### src/rtl/alu_pkg.sv
// Shared types and constants for the ALU entry sequencer: opcodes, FSM states
// and bit positions within the flags word.
package alu_pkg;

    typedef enum logic [1:0] {
        OP_SUB = 2'b00,
        OP_ADD = 2'b01,
        OP_OR  = 2'b10,
        OP_AND = 2'b11
    } opcode_e;

    typedef enum logic [2:0] {
        WAIT_A  = 3'd0,
        WAIT_B  = 3'd1,
        WAIT_OP = 3'd2,
        COMPUTE = 3'd3,
        SHOW    = 3'd4
    } state_e;

    localparam int FLAG_N = 4;
    localparam int FLAG_Z = 3;
    localparam int FLAG_C = 2;
    localparam int FLAG_V = 1;
    localparam int FLAG_P = 0;

endpackage

### src/rtl/alu_core.sv
// Purely combinational M-bit ALU producing a result and {N,Z,C,V,P} flags.
// Arithmetic is done one bit wider so the carry/borrow falls out as bit M.
module alu_core
    import alu_pkg::*;
#(
    parameter int M = 7
) (
    input  logic [M-1:0] a,
    input  logic [M-1:0] b,
    input  opcode_e      op,
    output logic [M-1:0] res,
    output logic [4:0]   flags
);

    logic [M:0] ext;
    logic       c;
    logic       v;

    always_comb begin
        ext = '0;
        c   = 1'b0;
        v   = 1'b0;
        case (op)
            OP_SUB: begin
                ext = {1'b0, a} - {1'b0, b};
                c   = ext[M];
                v   = (a[M-1] != b[M-1]) && (ext[M-1] != a[M-1]);
            end
            OP_ADD: begin
                ext = {1'b0, a} + {1'b0, b};
                c   = ext[M];
                v   = (a[M-1] == b[M-1]) && (ext[M-1] != a[M-1]);
            end
            OP_OR:   ext = {1'b0, a | b};
            OP_AND:  ext = {1'b0, a & b};
            default: ext = '0;
        endcase
    end

    assign res = ext[M-1:0];

    always_comb begin
        flags         = '0;
        flags[FLAG_N] = res[M-1];
        flags[FLAG_Z] = (res == '0);
        flags[FLAG_C] = c;
        flags[FLAG_V] = v;
        flags[FLAG_P] = ^res;
    end

endmodule

### src/rtl/alu_sequencer.sv
// Operand/opcode entry sequencer around alu_core: A, B, op are loaded one at a
// time, then the result is registered and shown. Define ALU_SEQ_ACCUMULATOR_EN
// to make a load in SHOW chain the shown result in as the next A operand.
module alu_sequencer
    import alu_pkg::*;
#(
    parameter int M = 7
) (
    input  logic         clk,
    input  logic         reset,
    input  logic [M-1:0] data_in,
    input  logic [1:0]   op_in,
    input  logic         load,
    input  logic         cancel,
    output logic [M-1:0] result,
    output logic [4:0]   flags,
    output logic         valid,
    output logic [2:0]   state_o
);

    state_e         state, state_nxt;
    logic [M-1:0]   opa, opa_nxt;
    logic [M-1:0]   opb, opb_nxt;
    opcode_e        op, op_nxt;
    logic           res_we;
    logic [M-1:0]   alu_res;
    logic [4:0]     alu_flags;

    alu_core #(.M(M)) u_alu (
        .a     (opa),
        .b     (opb),
        .op    (op),
        .res   (alu_res),
        .flags (alu_flags)
    );

    always_ff @(posedge clk) begin
        if (reset) begin
            state  <= WAIT_A;
            opa    <= '0;
            opb    <= '0;
            op     <= OP_SUB;
            result <= '0;
            flags  <= '0;
        end else begin
            state <= state_nxt;
            opa   <= opa_nxt;
            opb   <= opb_nxt;
            op    <= op_nxt;
            if (res_we) begin
                result <= alu_res;
                flags  <= alu_flags;
            end
        end
    end

    // Cancel outranks load in every state, COMPUTE included, so an abort there
    // leaves the previously shown result untouched.
    always_comb begin
        state_nxt = state;
        opa_nxt   = opa;
        opb_nxt   = opb;
        op_nxt    = op;
        res_we    = 1'b0;
        if (cancel) begin
            state_nxt = WAIT_A;
        end else begin
            case (state)
                WAIT_A: if (load) begin
                    opa_nxt   = data_in;
                    state_nxt = WAIT_B;
                end
                WAIT_B: if (load) begin
                    opb_nxt   = data_in;
                    state_nxt = WAIT_OP;
                end
                WAIT_OP: if (load) begin
                    op_nxt    = opcode_e'(op_in);
                    state_nxt = COMPUTE;
                end
                COMPUTE: begin
                    res_we    = 1'b1;
                    state_nxt = SHOW;
                end
                SHOW: if (load) begin
`ifdef ALU_SEQ_ACCUMULATOR_EN
                    opa_nxt   = result;
                    opb_nxt   = data_in;
                    state_nxt = WAIT_OP;
`else
                    opa_nxt   = data_in;
                    state_nxt = WAIT_B;
`endif
                end
                default: state_nxt = WAIT_A;
            endcase
        end
    end

    assign valid   = (state == SHOW);
    assign state_o = state;

endmodule

### config.mk
export PLATFORM = sky130hd
export DESIGN_NAME = alu_sequencer
export DESIGN_NICKNAME = d
export VERILOG_FILES = /design/src/rtl/alu_pkg.sv /design/src/rtl/alu_core.sv /design/src/rtl/alu_sequencer.sv
export SDC_FILE = /design/constraint.sdc
export NUM_CORES = 1
export LEC_CHECK = 0
export ABC_AREA = 1
export BUFFER_PORTS_ARGS = -buffer_cell sky130_fd_sc_hd__buf_4
export CAP_MARGIN = 0
export CORE_AREA = 2 2 65 67
export DETAILED_ROUTE_END_ITERATION = 10
export DIE_AREA = 0 0 67 69
export PLACE_DENSITY = 0.76
export SETUP_SLACK_MARGIN = 0.2
export SYNTH_ARGS = -nofsm -noshare
export SYNTH_HDL_FRONTEND = slang
export SYNTH_SLANG_ARGS = --single-unit
export TNS_END_PERCENT = 10
### constraint.sdc
create_clock -name clk -period 2.78 [get_ports clk]
set_input_delay 0.834 -clock clk [delete_from_list [all_inputs] [get_ports clk]]
set_output_delay 0.834 -clock clk [all_outputs]
set_load 0.02 [all_outputs]
==> results.json, run 1 <==
{
  "run_status": "complete, no violations",
  "synth.most_common_cell": "inv_1",
  "synth_commonest_cells": "46 x inv_1, 40 x nand2_1, 38 x a21oi_1, 30 x dfxtp_1, 30 x o21ai_0",
  "swShare_pct": 31.34,
  "powerDensity_mw_per_mm2": 443.9,
  "antenna_found_initial": 0,
  "grt_pass1_wl_um": 7507,
  "critical_path.startpoint_type": "flip-flop",
  "clock-skew-final_ns": 0.004570,
  "maxSlewViolCount": 0,
  "tritoncts": "built",
  "cts_made_buffers": 5,
  "vias": 1971,
  "synth.top_cells.by_area": "dfxtp_1 28%, ha_1 14%, a21oi_1 9.0%",
  "synth_edf_count": 0,
  "io_pins": 29,
  "placed_cells": 366,
  "cts_buffer_depth": 2,
  "area_growth_pct": 19.91,
  "cts_hold_buf": 0,
  "drc": 0,
  "period_share_pct": 90.91,
  "finalHoldViolCount": 0,
  "worstMarginPinSlew_ns": 0.5901,
  "seqPwrFrac_pct": 40.3,
  "cts_max_level": 2,
  "arrival_ns": 2.71,
  "synthArstFlopShare_pct": 0,
  "vias_per_cell": 5.228,
  "antenna_cells": 0,
  "finalSetupViolCount": 0,
  "cts.sinks": 30,
  "pwr-share-comb_pct": 27.5,
  "cts-root-buf": "clkbuf_8",
  "drtIter0Drc": 77,
  "fin_ws_ns": 0.2527,
  "clockPowerShare_pct": 32.2,
  "relSlewSlack_pct": 60.62,
  "grt_overflow": 0,
  "stdcell_count": 377,
  "rows": 23,
  "yosysUniqueCellTypes": 33,
  "rsz0062_at_grt": "true",
  "grt_start_max_net_pins": 25,
  "fillers": 363,
  "finalSetupTns_ns": 0,
  "worst_ir_drop_vdd_v": 0.0002816,
  "syn_area_mm2": 0.002112,
  "grt_usage_pct": 20.72,
  "dpl.hpwl_um": 3514,
  "path_clk_slew_ns": 0.06,
  "ys.flop_type": "dfxtp_1",
  "drive_gt1_share_pct": 21.41,
  "core_mm2": 0.003914,
  "syn_nets": 336,
  "routed_wl_um": 4762,
  "p_sw_uw": 352.3,
  "start_util_pct": 53.96,
  "path_max_fanout": 3,
  "critPathRequiredTime_ns": 2.96,
  "fp.dieArea_mm2": 0.004623,
  "place_ws_ns": 0.1075,
  "endpoint_kind": "flip-flop",
  "drv_cap": 0,
  "die_w_um": 67,
  "post_drt_wl_per_cell_um": 12.63,
  "hp-class": "flip-flop to flip-flop",
  "detail-route-antenna-nets": 0,
  "grt_pass1_vias": 1745,
  "drt_pass1_iterations": 5,
  "fmax_mhz": 395.7,
  "insertion_delay_ns": 0.28,
  "leakage_uw": 0.001137,
  "nets": 365,
  "synth_area_per_cell_um2": 7.111,
  "yosys_register_bits": 30,
  "ys_warn_count": 0,
  "synthCells": 297,
  "seq_area_frac_synth_pct": 28.44,
  "port_buffers": 28,
  "routabilityCongestion": 0.9260,
  "synth_top_area_cell": "dfxtp_1",
  "p_int_uw": 771.9,
  "die_h_um": 69,
  "crit_type": "flip-flop to flip-flop",
  "synth_top_area_share_pct": 28.44,
  "period_minus_slack_ns": 2.527
}
## worst max-delay path, stage by stage, from the launching register on
cell     delay [ns]
dfxtp_4        0.38
ha_4           0.14
inv_2          0.04
fa_2           0.42
inv_2          0.07
nand2_1        0.06
nand2_2        0.08
nand2_1        0.07
xor2_1         0.14
o21ai_1        0.15
o21ai_1        0.11
ha_1           0.29
xor2_1         0.20
inv_1          0.06
nand2_1        0.07
nand3_2        0.06
nand2_1        0.07
inv_1          0.03
## sequential cells by signal, summed over array words and instances (netlist names)
register	count
opb	7
result	7
state_o	3
flags	4
op	2
opa	7
## worst paths after layout
check | slack [ns] | to | cells past startpoint | start
worst max register to register | 0.25 | flags[0] | 17 | opb[0]
worst max-delay path | 0.25 | flags[0] | 17 | opb[0]
worst min register to register | 0.46 | flags[1] | 2 | flags[1]
worst min-delay path | 0.46 | flags[1] | 2 | flags[1]
## routing by layer
metal / GRT usage (%) / share of wire [%] / wire (µm)
met5: 0 / 0 / 0
met4: 7.483 / 1.3 / 60
met3: 4.078 / 4.7 / 222
met2: 32.12 / 47 / 2248
met1: 28.18 / 47 / 2230
## stage by stage
stage,area (µm²),power [µW],util [%],hold WS [ns]
2_1_floorplan,2112,668.7,-,0.4676
3_3_place_gp,2325,723.9,59.40,0.4512
3_5_place_dp,2325,731.3,59.40,0.4555
4_1_cts,2430,1092,62.08,0.4656
5_1_grt,2532,1188,64.71,0.4893
6_report,2532,1124,64.71,0.4632
## cell families after synthesis
kind of cell | Yosys count | share of synthesized area, %
AO/OA/AOI/OAI | 78 | 19.55
adder cells (fa/ha/maj) | 26 | 16.11
buffers and inverters | 60 | 12.09
AND/OR/NAND/NOR | 96 | 20.91
flip-flops | 30 | 28.44
XOR/XNOR | 7 | 2.903
## power groups by stage
stage                     clock (µW)  sequential [µW]  combinational, µW
final                            362              453                309
after global routing             389              454                344
after CTS                        367              452                273
after detailed placement           0              461                270
after global placement             0              461                263
after floorplan                    0              461                207
## placed cells by master, fill, tap and decap left out, types with 5 or more instances in the layout
cell / n
nand4_1: 5
buf_4: 32
inv_1: 42
nand3_1: 13
nor2_1: 23
ha_1: 21
clkbuf_8: 6
o21ai_0: 28
dfxtp_1: 28
a21oi_1: 38
nand2_1: 39
inv_2: 8
## repair_timing
action | in CTS | in global routing
setup endpoints to repair | 1 | 1
resized for setup | 4 | 21
pin swaps | 3 | 14
buffers inserted | 0 | 3
## final cells by class
cell class / count / area, µm² / area share (%)
multi-input cells: 207 / 1345 / 53.11
flip-flops and latches: 30 / 605.6 / 23.91
repair buffers: 32 / 240.2 / 9.486
inverters: 50 / 187.7 / 7.411
clock buffers: 7 / 86.33 / 3.409
well taps: 50 / 62.56 / 2.470
clock inverters: 1 / 5.005 / 0.1976
Power figures use the tool's default switching activity.
==> run 2, diff against run 1 <==
--- a/config.mk
+++ b/config.mk
@@ -5,13 +5,12 @@
 export SDC_FILE = /design/constraint.sdc
 export NUM_CORES = 1
 export LEC_CHECK = 0
-export ABC_AREA = 1
 export BUFFER_PORTS_ARGS = -buffer_cell sky130_fd_sc_hd__buf_4
 export CAP_MARGIN = 0
-export CORE_AREA = 2 2 65 67
+export CORE_AREA = 2 2 67 69
 export DETAILED_ROUTE_END_ITERATION = 10
-export DIE_AREA = 0 0 67 69
-export PLACE_DENSITY = 0.76
+export DIE_AREA = 0 0 69 71
+export PLACE_DENSITY = 0.74
 export SETUP_SLACK_MARGIN = 0.2
 export SYNTH_ARGS = -nofsm -noshare
 export SYNTH_HDL_FRONTEND = slang
==> results.json, run 2 <==
{
  "worstSetupStartpoint": "opb[0]",
  "drc": 0,
  "critPathRequiredTime_ns": 2.95,
  "post_drt_wl_per_cell_um": 13.21,
  "leakage_uw": 0.001183,
  "detail-route-antenna-nets": 0,
  "max_stage_delay_ns": 0.46,
  "grt_pass1_wl_um": 8142,
  "layout_common_cells": "62 x buf_4, 34 x nor2_1, 26 x dfxtp_1",
  "cts_buffer_depth": 2,
  "cts_max_level": 2,
  "critical_path.startpoint_type": "flip-flop",
  "ys.flop_type": "dfxtp_1",
  "syn_area_mm2": 0.002202,
  "start_util_pct": 52.38,
  "antenna_found_initial": 0,
  "period_minus_slack_ns": 2.892,
  "grt_usage_pct": 20.82,
  "die_h_um": 71,
  "hold-path-cell-count": 2,
  "tritoncts": "built",
  "worst_ir_drop_vdd_v": 0.0001877,
  "area_growth_pct": 29.49,
  "path_clk_slew_ns": 0.06,
  "antenna_cells": 0,
  "cts_hold_buf": 0,
  "synth_edf_count": 0,
  "core_mm2": 0.004204,
  "drive_gt1_share_pct": 33.33,
  "insertion_delay_ns": 0.29,
  "seq_area_frac_synth_pct": 27.27,
  "top_regs": "opa x7, opb x7, result x7",
  "synth.most_common_cell": "nor2_1",
  "final_common_cell": "buf_4",
  "fillers": 348,
  "hold_ws_ns": 0.4526,
  "rows": 24,
  "relSlewSlack_pct": 66.87,
  "min_from": "flags[1]",
  "reg2reg_depth": 13,
  "crit_buf_inv": 2,
  "vias_per_cell": 5.360,
  "yosysUniqueCellTypes": 62,
  "synth.top_cells.by_area": "dfxtp_1 27%, ha_1 14%, mux2i_1 9.1%",
  "cp_num_cells": 13,
  "crit_type": "flip-flop to flip-flop",
  "grt_pass1_vias": 1831,
  "fmax_mhz": 345.7,
  "routed_wl_um": 4807,
  "drv_cap": 0,
  "placed_cells": 355,
  "rsz0062_at_grt": "true",
  "syn_nets": 296,
  "stdcell_count": 364,
  "drtIter0Drc": 78,
  "dpl.hpwl_um": 3614,
  "die_w_um": 69,
  "io_pins": 29,
  "cp_cell_sequence": "ha_4 -> inv_2 -> fa_2 -> and2b_1 -> buf_4 -> nor3_1 -> o22ai_1 -> ha_1 -> xnor2_2 -> xor2_1 -> or4_1 -> a31oi_1 -> a21oi_1",
  "drt_pass1_iterations": 4,
  "synth_top_area_share_pct": 27.27,
  "finalSetupViolCount": 1,
  "finalHoldViolCount": 0,
  "critical_path.slowest_cell": "or4_1",
  "synth_area_per_cell_um2": 8.569,
  "routabilityCongestion": 0.8889,
  "r2r-start": "opb[0]",
  "synth_commonest_cells": "34 x nor2_1, 30 x dfxtp_1, 24 x ha_1, 20 x inv_1, 20 x mux2i_1",
  "powerDensity_mw_per_mm2": 398.7,
  "ys_warn_count": 0,
  "port_buffers": 28,
  "nets": 350,
  "grt_start_max_net_pins": 30,
  "run_status": "finished with violations",
  "endpoint_kind": "flip-flop",
  "clock-skew-final_ns": 0.003210,
  "vias": 1951,
  "maxSlewViolCount": 0,
  "synthArstFlopShare_pct": 0,
  "yosys_register_bits": 30,
  "cts-root-buf": "clkbuf_8",
  "cts.sinks": 30,
  "synth_top_area_cell": "dfxtp_1",
  "hp-class": "flip-flop to flip-flop",
  "grt_overflow": 0,
  "period_share_pct": 104.0,
  "synthCells": 257,
  "fp.dieArea_mm2": 0.004899,
  "cts_made_buffers": 5,
  "fin_ws_ns": -0.1125,
  "arrival_ns": 3.07,
  "worstMarginPinSlew_ns": 0.4962,
  "crit_family": "adder cells",
  "p_total_uw": 1137,
  "violations": "setup timing",
  "path_max_fanout": 4
}
run 2: cell types whose count changed in the layout (fill, tap and decap cells not counted), sizes merged, moves of 20 or more:
| cell | before | now |
|---|---|---|
| buf | 32 | 63 |
| a21oi | 39 | 14 |
| nand2 | 41 | 10 |
| mux2i | 0 | 20 |
| o21ai | 32 | 8 |
| inv | 50 | 22 |
run 2: kinds of logic after synthesis:
group,after synthesis,synth area share [%]
compound gates,60,19.94
xor+xnor,5,1.989
fa+ha+maj,26,15.45
buf+inv,38,7.102
flops,30,27.27
mux,21,10.11
simple gates,77,18.12
run 2: final cells by class:
class / instances / area (µm²) / share of cell area [%]
repair buffers: 63 / 476.7 / 16.72
clock inverters: 1 / 5.005 / 0.1755
inverters: 22 / 82.58 / 2.896
multi-input cells: 189 / 1528 / 53.58
clock buffers: 7 / 86.33 / 3.028
well taps: 52 / 65.06 / 2.282
flip-flops and latches: 30 / 608.1 / 21.33
run 2: where the power goes:
group / leakage (µW) / internal [µW] / switching [µW]
sequential: 0.000245 / 438 / 9.00
clock: 0.0000482 / 199 / 169
combinational: 0.000889 / 172 / 150
run 2: timing repair:
item	4_1_cts	5_1_grt
buffers inserted	1	0
pin swaps	2	1
gates cloned	0	0
setup endpoints to repair	2	3
resized for setup	12	3
run 2: final timing paths:
path	slack, ns	to
setup / recovery	-0.11	flags[0]
setup reg to reg	-0.11	flags[0]
hold reg to reg	0.45	flags[1]
hold / removal	0.45	flags[1]
run 2: per-stage QoR:
step                TNS (ns)  utilization [%]  setup slack (ns)  instance area (µm²)
floorplan           -0.01647                -          -0.01647                 2260
global placement     -0.1268            64.61           -0.1268                 2716
detailed placement   -0.1782            64.61           -0.1782                 2716
CTS                  -0.1057            67.74           -0.1057                 2848
global route         -0.2510            67.83           -0.2510                 2851
finish               -0.1125            67.83           -0.1125                 2851
run 2: tightest hold or removal path: cells and delay by family (launching register included):
kind / cells / cell delay, ns
compound gates: 1 / 0.05
flops: 1 / 0.31
simple gates: 1 / 0.05
run 2: layer usage:
layer / vias to the layer above / track usage, % / part of all wire, %
met4: 0 / 8.061 / 1.5
met3: 5 / 5.128 / 3.5
li1: 1008 / - / -
met1: 904 / 25.53 / 47
met2: 34 / 35.36 / 48
met5: - / 0 / 0
==> run 3, diff against run 2 <==
--- a/config.mk
+++ b/config.mk
@@ -7,9 +7,9 @@
 export LEC_CHECK = 0
 export BUFFER_PORTS_ARGS = -buffer_cell sky130_fd_sc_hd__buf_4
 export CAP_MARGIN = 0
-export CORE_AREA = 2 2 67 69
+export CORE_AREA = 2 2 70 66
 export DETAILED_ROUTE_END_ITERATION = 10
-export DIE_AREA = 0 0 69 71
+export DIE_AREA = 0 0 72 68
 export PLACE_DENSITY = 0.74
 export SETUP_SLACK_MARGIN = 0.2
 export SYNTH_ARGS = -nofsm -noshare
==> results.json, run 3 (same netlist as run 2, synthesis figures left out) <==
{
  "run_status": "finished with violations",
  "violations": "setup timing",
  "hp-class": "flip-flop to flip-flop",
  "powerDensity_mw_per_mm2": 465.1,
  "antenna_cells": 0,
  "drtIter0Drc": 86,
  "drc": 0,
  "finalHoldViolCount": 0,
  "post_cts_buffers": 0,
  "worstMarginPinSlew_ns": 0.5830,
  "start_util_pct": 52.06,
  "final_util_pct": 68.26,
  "leakage_uw": 0.001189,
  "fin_ws_ns": -0.2184,
  "placed_cells": 351,
  "critical_path.startpoint_type": "flip-flop",
  "grt_start_max_net_pins": 30,
  "critPathRequiredTime_ns": 2.96,
  "grt_pass1_wl_um": 8128,
  "place_ws_ns": -0.1680,
  "cts_made_buffers": 5,
  "path_max_fanout": 3,
  "nets": 347,
  "port_buffers": 28,
  "worst_ir_drop_vdd_v": 0.0003459,
  "die_w_um": 72,
  "path_clk_slew_ns": 0.07,
  "io_pins": 29,
  "seqPwrFrac_pct": 33.3,
  "antenna_found_initial": 0,
  "endpoint_kind": "flip-flop",
  "dpl.hpwl_um": 3637,
  "cts.sinks": 30,
  "period_minus_slack_ns": 2.998,
  "final_common_cell": "buf_4",
  "cts_max_level": 2,
  "p_sw_uw": 340.7,
  "vias": 1970,
  "rsz0062_at_grt": "true",
  "rows": 23,
  "cts-root-buf": "clkbuf_8",
  "period_share_pct": 107.9,
  "area_growth_pct": 31.14,
  "arrival_ns": 3.18,
  "drt_pass1_iterations": 4,
  "drive_gt1_share_pct": 32.69,
  "routabilityCongestion": 0.9076,
  "die_h_um": 68,
  "relSlewSlack_pct": 61.08,
  "finalSetupViolCount": 1,
  "fmax_mhz": 333.5,
  "pwr-share-comb_pct": 25.4,
  "fp.dieArea_mm2": 0.004896,
  "grt_pass1_vias": 1772,
  "routed_wl_um": 5000,
  "layout_common_cells": "60 x buf_4, 34 x nor2_1, 26 x dfxtp_1",
  "maxSlewViolCount": 0,
  "clock-skew-final_ns": 0.005758,
  "p_int_uw": 1002,
  "clockPowerShare_pct": 41.3,
  "crit_type": "flip-flop to flip-flop",
  "dpl_cell_area_mm2": 0.002699,
  "post_drt_wl_per_cell_um": 13.93,
  "swShare_pct": 25.37,
  "cts_buffer_depth": 2,
  "detail-route-antenna-nets": 0,
  "top_regs": "opa x7, opb x7, result x7",
  "vias_per_cell": 5.487,
  "stdcell_count": 359,
  "grt_usage_pct": 21.53,
  "tritoncts": "built",
  "grt_overflow": 0,
  "stdcell_area_mm2": 0.002888,
  "insertion_delay_ns": 0.29,
  "core_mm2": 0.004230,
  "drv_cap": 0
}
## run 3: final timing paths
| path | startpoint | to | slack (ns) | cells past startpoint |
|---|---|---|---|---|
| min reg2reg | flags[1] | flags[1] | 0.45 | 2 |
| max reg2reg | opa[1] | flags[0] | -0.22 | 13 |
| min | flags[1] | flags[1] | 0.45 | 2 |
| max | opa[1] | flags[0] | -0.22 | 13 |
## run 3: worst max-delay path: stages, from the launching register on
cell      delay [ns]
dfxtp_2         0.34
inv_1           0.08
buf_4           0.15
fa_2            0.37
and2b_1         0.23
o21a_1          0.13
o21ai_2         0.07
a211oi_2        0.21
nand3b_1        0.20
ha_4            0.23
xor2_1          0.16
or4_1           0.47
a31oi_1         0.17
a21oi_1         0.08
## run 3: layout make-up
type	instances	area (µm²)
sequential	30	608.1
multi-input combinational	189	1541
clock buffer	6	82.58
inverter	22	82.58
timing repair buffer	60	450.4
tap	50	62.56
fill	344	1343
clock inverter	2	60.06
## run 3: metrics by stage
stage / hold WS (ns) / total power [µW] / TNS, ns
after floorplan: 0.4871 / 660.5 / -0.01647
after global placement: 0.4455 / 777.0 / -0.1055
after detailed placement: 0.4491 / 784.1 / -0.1680
after CTS: 0.4590 / 1343 / -0.1598
after global routing: 0.4861 / 1409 / -0.4061
final: 0.4547 / 1343 / -0.2184
## run 3: timing repair
action                     in CTS  in global routing
pin swaps                       2                  9
resized for setup               6                  8
cloned                          0                  0
setup endpoints to repair       2                  3
hold buffers                    0                  0
## run 3: layer usage
layer / routed length, µm / vias to the layer above / global-route usage, %
met5: 0 / - / 0
met4: 103 / 0 / 7.783
met3: 312 / 15 / 5.449
met2: 2294 / 55 / 36.23
met1: 2290 / 900 / 26.91
li1: - / 1000 / -
## run 3: power by group through the flow
stage	logic (µW)	clock network [µW]	registers, µW
5_1_grt	376	584	448
6_report	341	554	447
4_1_cts	332	563	448
3_3_place_gp	320	0	457
3_5_place_dp	327	0	457
2_1_floorplan	203	0	457
